--- src/rtl/rsa_pkg.sv ---
// Shared types and defaults for the RSA key generation sequencer.
// State encoding plus width helpers used by the FSM and multipliers.
package rsa_pkg;

  localparam int SIZE_DEF      = 8;
  localparam int MAX_RETRY_DEF = 4;

  typedef enum logic [3:0] {
    IDLE,
    FETCH,
    CHECK,
    MUL,
    E_GCD,
    E_NEXT,
    D_SEARCH,
    DONE,
    FAIL
  } state_t;

  function automatic int nw(input int s);
    return s;
  endfunction

  function automatic int ww(input int s);
    return 2 * s;
  endfunction

endpackage

--- src/rtl/rsa_keygen_sequencer_mult.sv ---
// Shift-add multiplier, SIZE x SIZE -> 2*SIZE, one bit per cycle.
// done is high in the last iteration cycle; p carries the final sum.
module seq_mult
  import rsa_pkg::*;
#(
  parameter int SIZE = SIZE_DEF
) (
  input  logic                 clk,
  input  logic                 reset,
  input  logic                 start,
  input  logic [SIZE-1:0]      a,
  input  logic [SIZE-1:0]      b,
  output logic                 done,
  output logic [2*SIZE-1:0]    p
);

  localparam int CW = $clog2(SIZE + 1);

  logic [2*SIZE-1:0] acc;
  logic [2*SIZE-1:0] mcand;
  logic [SIZE-1:0]   mplier;
  logic [CW-1:0]     cnt;
  logic [2*SIZE-1:0] acc_nxt;

  assign acc_nxt = mplier[0] ? acc + mcand : acc;
  assign p       = acc_nxt;
  assign done    = (cnt == CW'(1));

  // load operands on start, then one partial product per cycle
  always_ff @(posedge clk or posedge reset) begin
    if (reset) begin
      acc    <= '0;
      mcand  <= '0;
      mplier <= '0;
      cnt    <= '0;
    end else if (start) begin
      acc    <= '0;
      mcand  <= {{SIZE{1'b0}}, a};
      mplier <= b;
      cnt    <= CW'(SIZE);
    end else if (cnt != '0) begin
      acc    <= acc_nxt;
      mcand  <= mcand << 1;
      mplier <= mplier >> 1;
      cnt    <= cnt - CW'(1);
    end
  end

endmodule

--- src/rtl/rsa_keygen_sequencer.sv ---
// RSA key generation sequencer: fetch p/q, multiply, search e, search d.
// Publishes n/e/d on DONE entry; they hold until the next DONE or reset.
module rsa_keygen_sequencer
  import rsa_pkg::*;
#(
  parameter int SIZE      = SIZE_DEF,
  parameter int MAX_RETRY = MAX_RETRY_DEF
) (
  input  logic              clk,
  input  logic              reset,
  input  logic              st,
  output logic              prime_req,
  input  logic              prime_valid,
  input  logic [SIZE-1:0]   p_in,
  input  logic [SIZE-1:0]   q_in,
  output logic [2*SIZE-1:0] n,
  output logic [SIZE-1:0]   e,
  output logic [2*SIZE-1:0] d,
  output logic              busy,
  output logic              done,
  output logic              fail
);

  localparam int W  = ww(SIZE);
  localparam int RW = $clog2(MAX_RETRY + 1);

  state_t state, nstate;

  logic [SIZE-1:0] p_r, q_r, e_cand;
  logic [W-1:0]    n_r, l_r, a, b, d_cnt;
  logic [W:0]      acc, acc_sum, acc_red;
  logic [RW-1:0]   retry, retry_inc;
  logic [SIZE:0]   e_sum;
  logic            reject, retry_max, e_bad;
  logic            mul_go, n_done, l_done;
  logic [W-1:0]    n_prod, l_prod;

  assign reject    = (p_r == q_r) || (p_r < SIZE'(3))
                     || (q_r < SIZE'(3));
  assign retry_inc = retry + RW'(1);
  assign retry_max = (retry_inc == RW'(MAX_RETRY));
  assign e_sum     = {1'b0, e_cand} + (SIZE+1)'(2);
  assign e_bad     = e_sum[SIZE]
                     || (W'(e_sum[SIZE-1:0]) >= l_r);
  assign acc_sum   = acc + (W+1)'(e_cand);
  assign acc_red   = (acc_sum >= {1'b0, l_r})
                     ? acc_sum - {1'b0, l_r} : acc_sum;

  assign busy = !(state inside {IDLE, DONE, FAIL});
  assign done = (state == DONE);
  assign fail = (state == FAIL);

  seq_mult #(.SIZE(SIZE)) u_mul_n (
    .clk   (clk),
    .reset (reset),
    .start (mul_go),
    .a     (p_r),
    .b     (q_r),
    .done  (n_done),
    .p     (n_prod)
  );

  seq_mult #(.SIZE(SIZE)) u_mul_l (
    .clk   (clk),
    .reset (reset),
    .start (mul_go),
    .a     (p_r - SIZE'(1)),
    .b     (q_r - SIZE'(1)),
    .done  (l_done),
    .p     (l_prod)
  );

  // state register
  always_ff @(posedge clk or posedge reset) begin
    if (reset) state <= IDLE;
    else       state <= nstate;
  end

  // next-state and handshake/multiplier-start decode
  always_comb begin
    nstate    = state;
    prime_req = 1'b0;
    mul_go    = 1'b0;
    unique case (state)
      IDLE:     if (st) nstate = FETCH;
      FETCH: begin
        prime_req = 1'b1;
        if (prime_valid) nstate = CHECK;
      end
      CHECK: begin
        if (reject) begin
          nstate = retry_max ? FAIL : FETCH;
        end else begin
          mul_go = 1'b1;
          nstate = MUL;
        end
      end
      MUL:      if (n_done && l_done) nstate = E_GCD;
      E_GCD: begin
        if (b == '0)
          nstate = (a == W'(1)) ? D_SEARCH : E_NEXT;
      end
      E_NEXT:   nstate = e_bad ? FAIL : E_GCD;
      D_SEARCH: if (acc == (W+1)'(1)) nstate = DONE;
      DONE:     if (st) nstate = FETCH;
      FAIL:     if (st) nstate = FETCH;
      default:  nstate = IDLE;
    endcase
  end

  // datapath: operand capture, Euclid steps, modular accumulate
  always_ff @(posedge clk or posedge reset) begin
    if (reset) begin
      p_r    <= '0;
      q_r    <= '0;
      n_r    <= '0;
      l_r    <= '0;
      a      <= '0;
      b      <= '0;
      e_cand <= '0;
      d_cnt  <= '0;
      acc    <= '0;
      retry  <= '0;
      n      <= '0;
      e      <= '0;
      d      <= '0;
    end else begin
      unique case (state)
        IDLE, DONE, FAIL: if (st) retry <= '0;
        FETCH: begin
          if (prime_valid) begin
            p_r <= p_in;
            q_r <= q_in;
          end
        end
        CHECK: if (reject) retry <= retry_inc;
        MUL: begin
          if (n_done && l_done) begin
            n_r    <= n_prod;
            l_r    <= l_prod;
            a      <= l_prod;
            b      <= W'(3);
            e_cand <= SIZE'(3);
          end
        end
        E_GCD: begin
          if (b == '0) begin
            d_cnt <= W'(1);
            acc   <= (W+1)'(e_cand);
          end else if (a >= b) begin
            a <= a - b;
          end else begin
            a <= b;
            b <= a;
          end
        end
        E_NEXT: begin
          e_cand <= e_sum[SIZE-1:0];
          a      <= l_r;
          b      <= W'(e_sum[SIZE-1:0]);
        end
        D_SEARCH: begin
          if (acc == (W+1)'(1)) begin
            n <= n_r;
            e <= e_cand;
            d <= d_cnt;
          end else begin
            d_cnt <= d_cnt + W'(1);
            acc   <= acc_red;
          end
        end
        default: ;
      endcase
    end
  end

endmodule

--- config.mk ---
export PLATFORM = sky130hd
export DESIGN_NAME = rsa_keygen_sequencer
export DESIGN_NICKNAME = d
export VERILOG_FILES = /design/src/rtl/rsa_pkg.sv /design/src/rtl/rsa_keygen_sequencer_mult.sv /design/src/rtl/rsa_keygen_sequencer.sv
export SDC_FILE = /design/constraint.sdc
export NUM_CORES = 1
export LEC_CHECK = 0
export CAP_MARGIN = 25
export CORE_UTILIZATION = 45
export CTS_BUF_LIST = sky130_fd_sc_hd__clkbuf_16
export DETAILED_ROUTE_END_ITERATION = 8
export PLACE_DENSITY = 0.7
export REMOVE_ABC_BUFFERS = 1
export SLEW_MARGIN = 25
export SYNTH_ARGS = -nofsm -noshare
export SYNTH_HDL_FRONTEND = slang
export SYNTH_SLANG_ARGS = --single-unit
--- constraint.sdc ---
create_clock -name clk -period 9.42 [get_ports clk]
set_input_delay 1.413 -clock clk [delete_from_list [all_inputs] [get_ports clk]]
set_output_delay 1.413 -clock clk [all_outputs]
set_load 0.1 [all_outputs]
==> results of run 1 <==
cell type report:
cell class | instances | area, sq um
repair buffers | 81 | 785.8
well taps | 448 | 560.5
multi-input cells | 1302 | 8612
clock buffers | 28 | 700.7
flip-flops and latches | 256 | 6406
fillers | 3151 | 16350
inverters | 80 | 307.8
clock inverters | 20 | 140.1
metal layers:
| layer | global-route usage [%] | vias up | part of all wire, % |
|---|---|---|---|
| met2 | 36.20 | 310 | 46 |
| met4 | 5.831 | 0 | 2.6 |
| met1 | 31.30 | 6308 | 47 |
| met3 | 2.459 | 69 | 4.4 |
| li1 | - | 6163 | - |
| met5 | 0 | - | 0 |
worst max path at each step:
| stage | from | endpoint | slack [ns] | cells past startpoint |
|---|---|---|---|---|
| 6_report | e_cand[1] | acc[14] | 4.44 | 17 |
| 5_1_grt | e_cand[1] | acc[14] | 4.07 | 17 |
| 4_1_cts | state[0] | prime_req | 4.49 | 3 |
| 3_5_place_dp | e_cand[1] | acc[14] | 4.59 | 17 |
| 3_3_place_gp | e_cand[1] | acc[14] | 4.68 | 17 |
| 2_1_floorplan | reset | a[0] | 0.97 | 1 |
synthesized netlist by cell type, drive strengths merged (34+ instances only):
library cell,instances,share of area (%)
xor2,45,2.5
mux2,60,4.3
nand3,34,1.1
ha,92,7.3
nand2,238,5.7
o21ai,107,3.4
clkbuf,51,1.2
mux2i,42,2.7
inv,79,1.9
nor2,141,3.4
dfrtp,256,41
a21oi,119,3.8
xnor2,56,3.1
nor3,36,1.2
a31oi,41,1.7
registers in the layout (all words and copies together) (netlist names):
register and count:
acc 17, a 16, b 16, d 16
d_cnt 16, l_r 16, n 16, n_r 16
u_mul_l.acc 16, u_mul_l.mcand 16, u_mul_n.acc 16, u_mul_n.mcand 16
e 8, e_cand 8, p_r 8, q_r 8
u_mul_l.mplier 8, u_mul_n.mplier 8, state 4, u_mul_l.cnt 4
u_mul_n.cnt 4, retry 3
cell usage in the layout (no fill, tap or decap), types with 6 or more instances in the layout:
master           Yosys  final
a211o_1              7      7
a211oi_1            26     26
a21o_1              24     24
a21oi_1            119    119
a22oi_1              9      9
a31oi_1             39     39
and2_1              10      9
and3_1              13     13
buf_4                2     16
clkbuf_16            0     28
clkdlybuf4s50_1      0     63
clkinv_2             0      6
dfrtp_1            256    256
ha_1                92     92
inv_1               79     81
mux2_2              60     60
mux2i_1             42     42
nand2_1            238    237
nand2b_1            10     10
nand3_1             34     34
nand4_1             18     18
nor2_1             140    139
nor2b_1             11     11
nor3_1              36     36
nor3b_1              6      6
nor4_1              20     20
o211ai_1            12     12
o21a_1              10     10
o21ai_0            104    104
o21bai_1            10     10
o22ai_1              9      9
o31ai_1             11     11
or3_1               10     10
xnor2_1             56     56
xor2_1              45     45
power by group:
group	switching [mW]	internal (mW)	total, mW
registers	0.353	1.42	1.77
logic	2.54	1.74	4.28
clock network	0.461	0.566	1.03
logic make-up (layout without fill, tap and decap cells):
family	Yosys count	count (layout)	share of synthesized area [%]
AOI/OAI and AO/OA	429	429	17.26
xor gates and xnor gates	101	101	5.648
adders and majority gates	97	97	7.988
buffers and inverters	164	209	4.210
DFF	256	256	40.90
muxes	102	102	6.998
and+or+nand+nor	573	573	17.00
==> impl_metrics.tcl, run 1 <==
set metrics [dict create \
    via_per_inst 5.801 \
    post_cts_buffers 0 \
    synthFlopType "dfrtp_1" \
    clkSinkCount 256 \
    synthesis.area_sq_mm 0.01566 \
    ys.warnings.count 0 \
    post-place-cells 2166 \
    status "finished, final reports clean" \
    numCtsBuffers 28 \
    min_path_cells 1 \
    finalCriticalPeriod_ns 4.982 \
    grt_max_degree 154 \
    grt_pass1_wl_mm 65.14 \
    avgSynthCellArea_sq_um 9.096 \
    cts_tree "built" \
    finalSetupViolations 0 \
    rr_startpoint "e_cand[1]" \
    timing.rr.end "acc[14]" \
    min_to "l_r[12]" \
    crit_path_cell_trace "ha_1 > a21o_1 > a21oi_1 > o21ai_0 > a31oi_1 > o21bai_1 > nand4_1 > xnor2_1 > ha_1 > nand3_1 > nor4_1 > a221oi_1 > nand3b_1 > a221o_1 > inv_1 > a32o_1 > a31o_2" \
    grtUsageTotal_pct 22.19 \
    grt_overflow 0 \
    die_w_microns 188.6 \
    dp_hpwl_mm 27.54 \
    critPathCaptureType "flip-flop" \
    drive_gt1_share_pct 8.206 \
    pre_cts_ws_ns 4.589 \
    die_y_microns 188.6 \
    rr_worst_depth 17 \
    critPathMaxStageDelay_ns 0.77 \
    power_density_mw_per_mm2 404.2 \
    finalInstanceArea_sq_mm 0.01751 \
    portBuffers 63 \
    finalWirelength_mm 38.94 \
    period_share_pct 52.89 \
    io_pins 64 \
    min_from "l_r[12]" \
    whs_ns 0.4816 \
    critPathTopFamily "compound AO/OA/AOI/OAI gates" \
    path_buf_inv 1 \
    vias 12850 \
    critPathMaxFanout 22 \
    syn2layout_area_growth_pct 11.81 \
    clockBufferDepth 3 \
    start_util_pct 46.25 \
    coreArea_sq_mm 0.03387 \
    critPathArrivalTime_ns 5.42 \
    synth_cells 1722 \
    final_net_count 1866 \
    grt_setup_unrepaired "no" \
    route.detailed.wl_per_inst_microns 17.58 \
    critPathLaunchType "flip-flop" \
    worst-setup-path-type "reg2reg" \
    first_pass_iters 5 \
    maxCapViolations 0 \
    drt-initial-drc-count 1031 \
    clkTransAtPathRegs_ns 0.06 \
    instances_no_fill 2215 \
    placed_cell_area_sq_mm 0.01665 \
    max_freq_ghz 0.2007 \
    fin_skew_ns 0.02281 \
    ff2ff_setup_slack_ns 4.44 \
    cts_resized 0 \
    synth_cell_types 76 \
    async_reset_ff_share_pct 100.0 \
    yosysSeqAreaShare_pct 40.90 \
    ant_nets 0 \
    htree_num_levels 1 \
    antenna_found_initial 0 \
    slew_viol_final 0 \
    synth_edf_count 0 \
    required_ns 9.85 \
    finalPower_mw 7.079 \
    slowest_stage "a221o_1" \
    p_leak_nw 7.922 \
    dieArea_sq_mm 0.03555 \
    antenna_cells 0 \
    clk_latency_ns 0.57 \
    hp-class "reg2reg" \
    gp_congestion 0.9458 \
    holdBufCountCts 0 \
    final_util_pct 51.71 \
    timing.slew.headroom_pct 29.42 \
    worst_pin_slew_ns 1.055 \
    setup_tns_ns 0 \
    route.detailed.drc 0 \
    root_buffer "clkbuf_16" \
    irDropWorstVdd_uv 611.2 \
    crit_path_frequent_cell "ha_1" \
    ys_ff_latch 256 \
    first_global_vias 12520 \
    hold_viol 0 \
    setup_ws_ns 4.438 \
    row_count 67 \
]
No activity file was read; power rests on OpenSTA's default activity.
==> run 2, diff against run 1 <==
PLACE_DENSITY = 0.72   (was 0.7)
clock period = 4.4 ns   (was 9.42 ns; I/O delays follow)
==> run 2 against run 1 <==
  * Clock power increased by 120%
  * Sequential power is 110% higher
  * Clock skew decreased by 0.0043 ns
  * Count of clock-buffer cells in the layout did not move
  * First-iteration DRC count is 9.8% lower
  * Maximum frequency grew 21%
  * Critical path type unchanged
  * Largest cell class unchanged
  * Largest power group unchanged
==> impl_metrics.tcl, run 2 (synthesis gave the netlist of run 1 again) <==
set metrics [dict create \
    first_global_vias 12430 \
    max_freq_ghz 0.2425 \
    die_w_microns 188.6 \
    htree_num_levels 1 \
    route.detailed.drc 0 \
    first_pass_iters 6 \
    finalSetupViolations 0 \
    fillCellCount 3070 \
    vias 12840 \
    drt-initial-drc-count 930 \
    drive_gt1_share_pct 9.518 \
    finalWirelength_mm 38.58 \
    largest_reg_flops 17 \
    cts_tree "built" \
    grt_pass1_wl_mm 64.11 \
    largest-register "acc" \
    grtUsageTotal_pct 21.74 \
    finalCriticalPeriod_ns 4.124 \
    syn2layout_area_growth_pct 12.91 \
    required_ns 4.84 \
    start_util_pct 46.25 \
    grt_overflow 0 \
    timing.slew.headroom_pct 31.13 \
    clk_latency_ns 0.57 \
    critPathCaptureType "flip-flop" \
    final_net_count 1881 \
    maxCapViolations 0 \
    crit_path_frequent_cell "ha_1" \
    die_y_microns 188.6 \
    worst_pin_slew_ns 1.033 \
    seqCellArea_sq_mm 0.006406 \
    clkTransAtPathRegs_ns 0.06 \
    root_buffer "clkbuf_16" \
    io_pins 64 \
    slew_viol_final 0 \
    critPathArrivalTime_ns 4.56 \
    critPathMaxStageDelay_ns 0.42 \
    antenna_found_initial 0 \
    route.detailed.wl_per_inst_microns 17.27 \
    fin_skew_ns 0.01850 \
    dp_hpwl_mm 27.85 \
    status "finished, final reports clean" \
    row_count 67 \
    dieArea_sq_mm 0.03555 \
    coreArea_sq_mm 0.03387 \
    slowest_stage "fa_1" \
    via_per_inst 5.745 \
    holdBufCountCts 0 \
    p_leak_nw 8.025 \
    grt_max_degree 111 \
    power_density_mw_per_mm2 871.6 \
    ant_nets 0 \
    mostFrequentLayoutCells "dfrtp_1 (256), nand2_1 (237), nor2_1 (139)" \
    layout_commonest_cell "dfrtp_1" \
    finalInstanceArea_sq_mm 0.01768 \
    worst-setup-path-type "reg2reg" \
    clkSinkCount 256 \
    hp-class "reg2reg" \
    portBuffers 63 \
    period_share_pct 93.73 \
    multi_input_area_sq_mm 0.008636 \
    ff2ff_setup_slack_ns 0.28 \
    critPathMaxFanout 5 \
    clockBufferDepth 3 \
    gp_congestion 0.8870 \
    path_buf_inv 1 \
    numCtsBuffers 28 \
    finalPower_mw 15.41 \
    crit_path_cell_trace "ha_1 > fa_1 > a21oi_1 > o2111ai_2 > nand2_1 > nor2_1 > nand3_1 > xnor2_1 > ha_1 > and3_1 > and2_1 > a221oi_2 > nand3b_1 > a221o_1 > inv_2 > a211oi_1 > a311o_1" \
    critPathTopFamily "compound AO/OA/AOI/OAI gates" \
    grt_setup_unrepaired "no" \
    hold_viol 0 \
    placed_cell_area_sq_mm 0.01675 \
    critPathLaunchType "flip-flop" \
    irDropWorstVdd_uv 876.1 \
    antenna_cells 0 \
]
-- run 2: changes by cell type in the layout (fill, tap and decap cells not counted), moves of 2 or more --
cell / before / now
clkinv_1: 5 / 9
inv_1: 81 / 79
clkinv_4: 0 / 2
clkinvlp_4: 5 / 3
buf_4: 16 / 34
clkinv_2: 6 / 4
inv_6: 0 / 2
clkdlybuf4s50_1: 63 / 59
-- run 2: worst paths after layout --
check,from,end,cells after the start
max,acc[0],acc[11],17
min,n_r[9],n_r[9],2
max reg2reg,acc[0],acc[11],17
min reg2reg,n_r[9],n_r[9],2
max in group asynchronous,reset,u_mul_n.acc[8],3
min in group asynchronous,reset,u_mul_l.mcand[13],2
-- run 2: repair_timing --
action,4_1_cts,5_1_grt
setup buffers,0,1
endpoints found under the hold margin,0,0
gates resized for setup,0,6
setup endpoints to repair,0,17
-- run 2: per-stage QoR --
step | TNS (ns) | utilization, % | hold slack [ns] | instances | setup slack [ns]
final | 0 | 52.22 | 0.4779 | 2234 | 0.2759
after CTS | 0 | 52.10 | 0.4806 | 2233 | 0.08418
after detailed placement | 0 | 49.46 | 0.4664 | 2181 | 0.09745
after global placement | 0 | 49.45 | 0.4618 | 2180 | 0.1802
after global routing | 0 | 52.22 | 0.5003 | 2234 | 0.03496
after floorplan | -875.91 | - | 0.4444 | 1638 | -3.302
-- run 2: cell type report --
class                      count  share of cell area, %
multi-input combinational   1302                  48.83
sequential                   256                  36.22
clock buffer                  28                  3.962
inverter                      80                  1.740
timing repair buffer          96                  4.988
tap                          448                  3.170
clock inverter                24                  1.082
-- run 2: worst reg2reg max path, delay by kind of cell (launching register included) --
family,cells,cell delay [ns]
simple gates,6,0.81
fa+ha+maj,3,0.99
buf+inv,1,0.12
flops,1,0.40
compound gates,6,1.51
xor+xnor,1,0.18
-- run 2: where the power goes --
group | total [mW] | switching (mW) | internal, mW
Clock | 2.30 | 1.02 | 1.28
Sequential | 3.79 | 0.751 | 3.04
Combinational | 9.32 | 5.42 | 3.90
-- run 2: per-layer routing --
layer	track usage, %	share of wire, %
met1	29.96	46
met2	36.10	47
met3	2.179	3.9
met4	6.514	2.7
met5	0	0
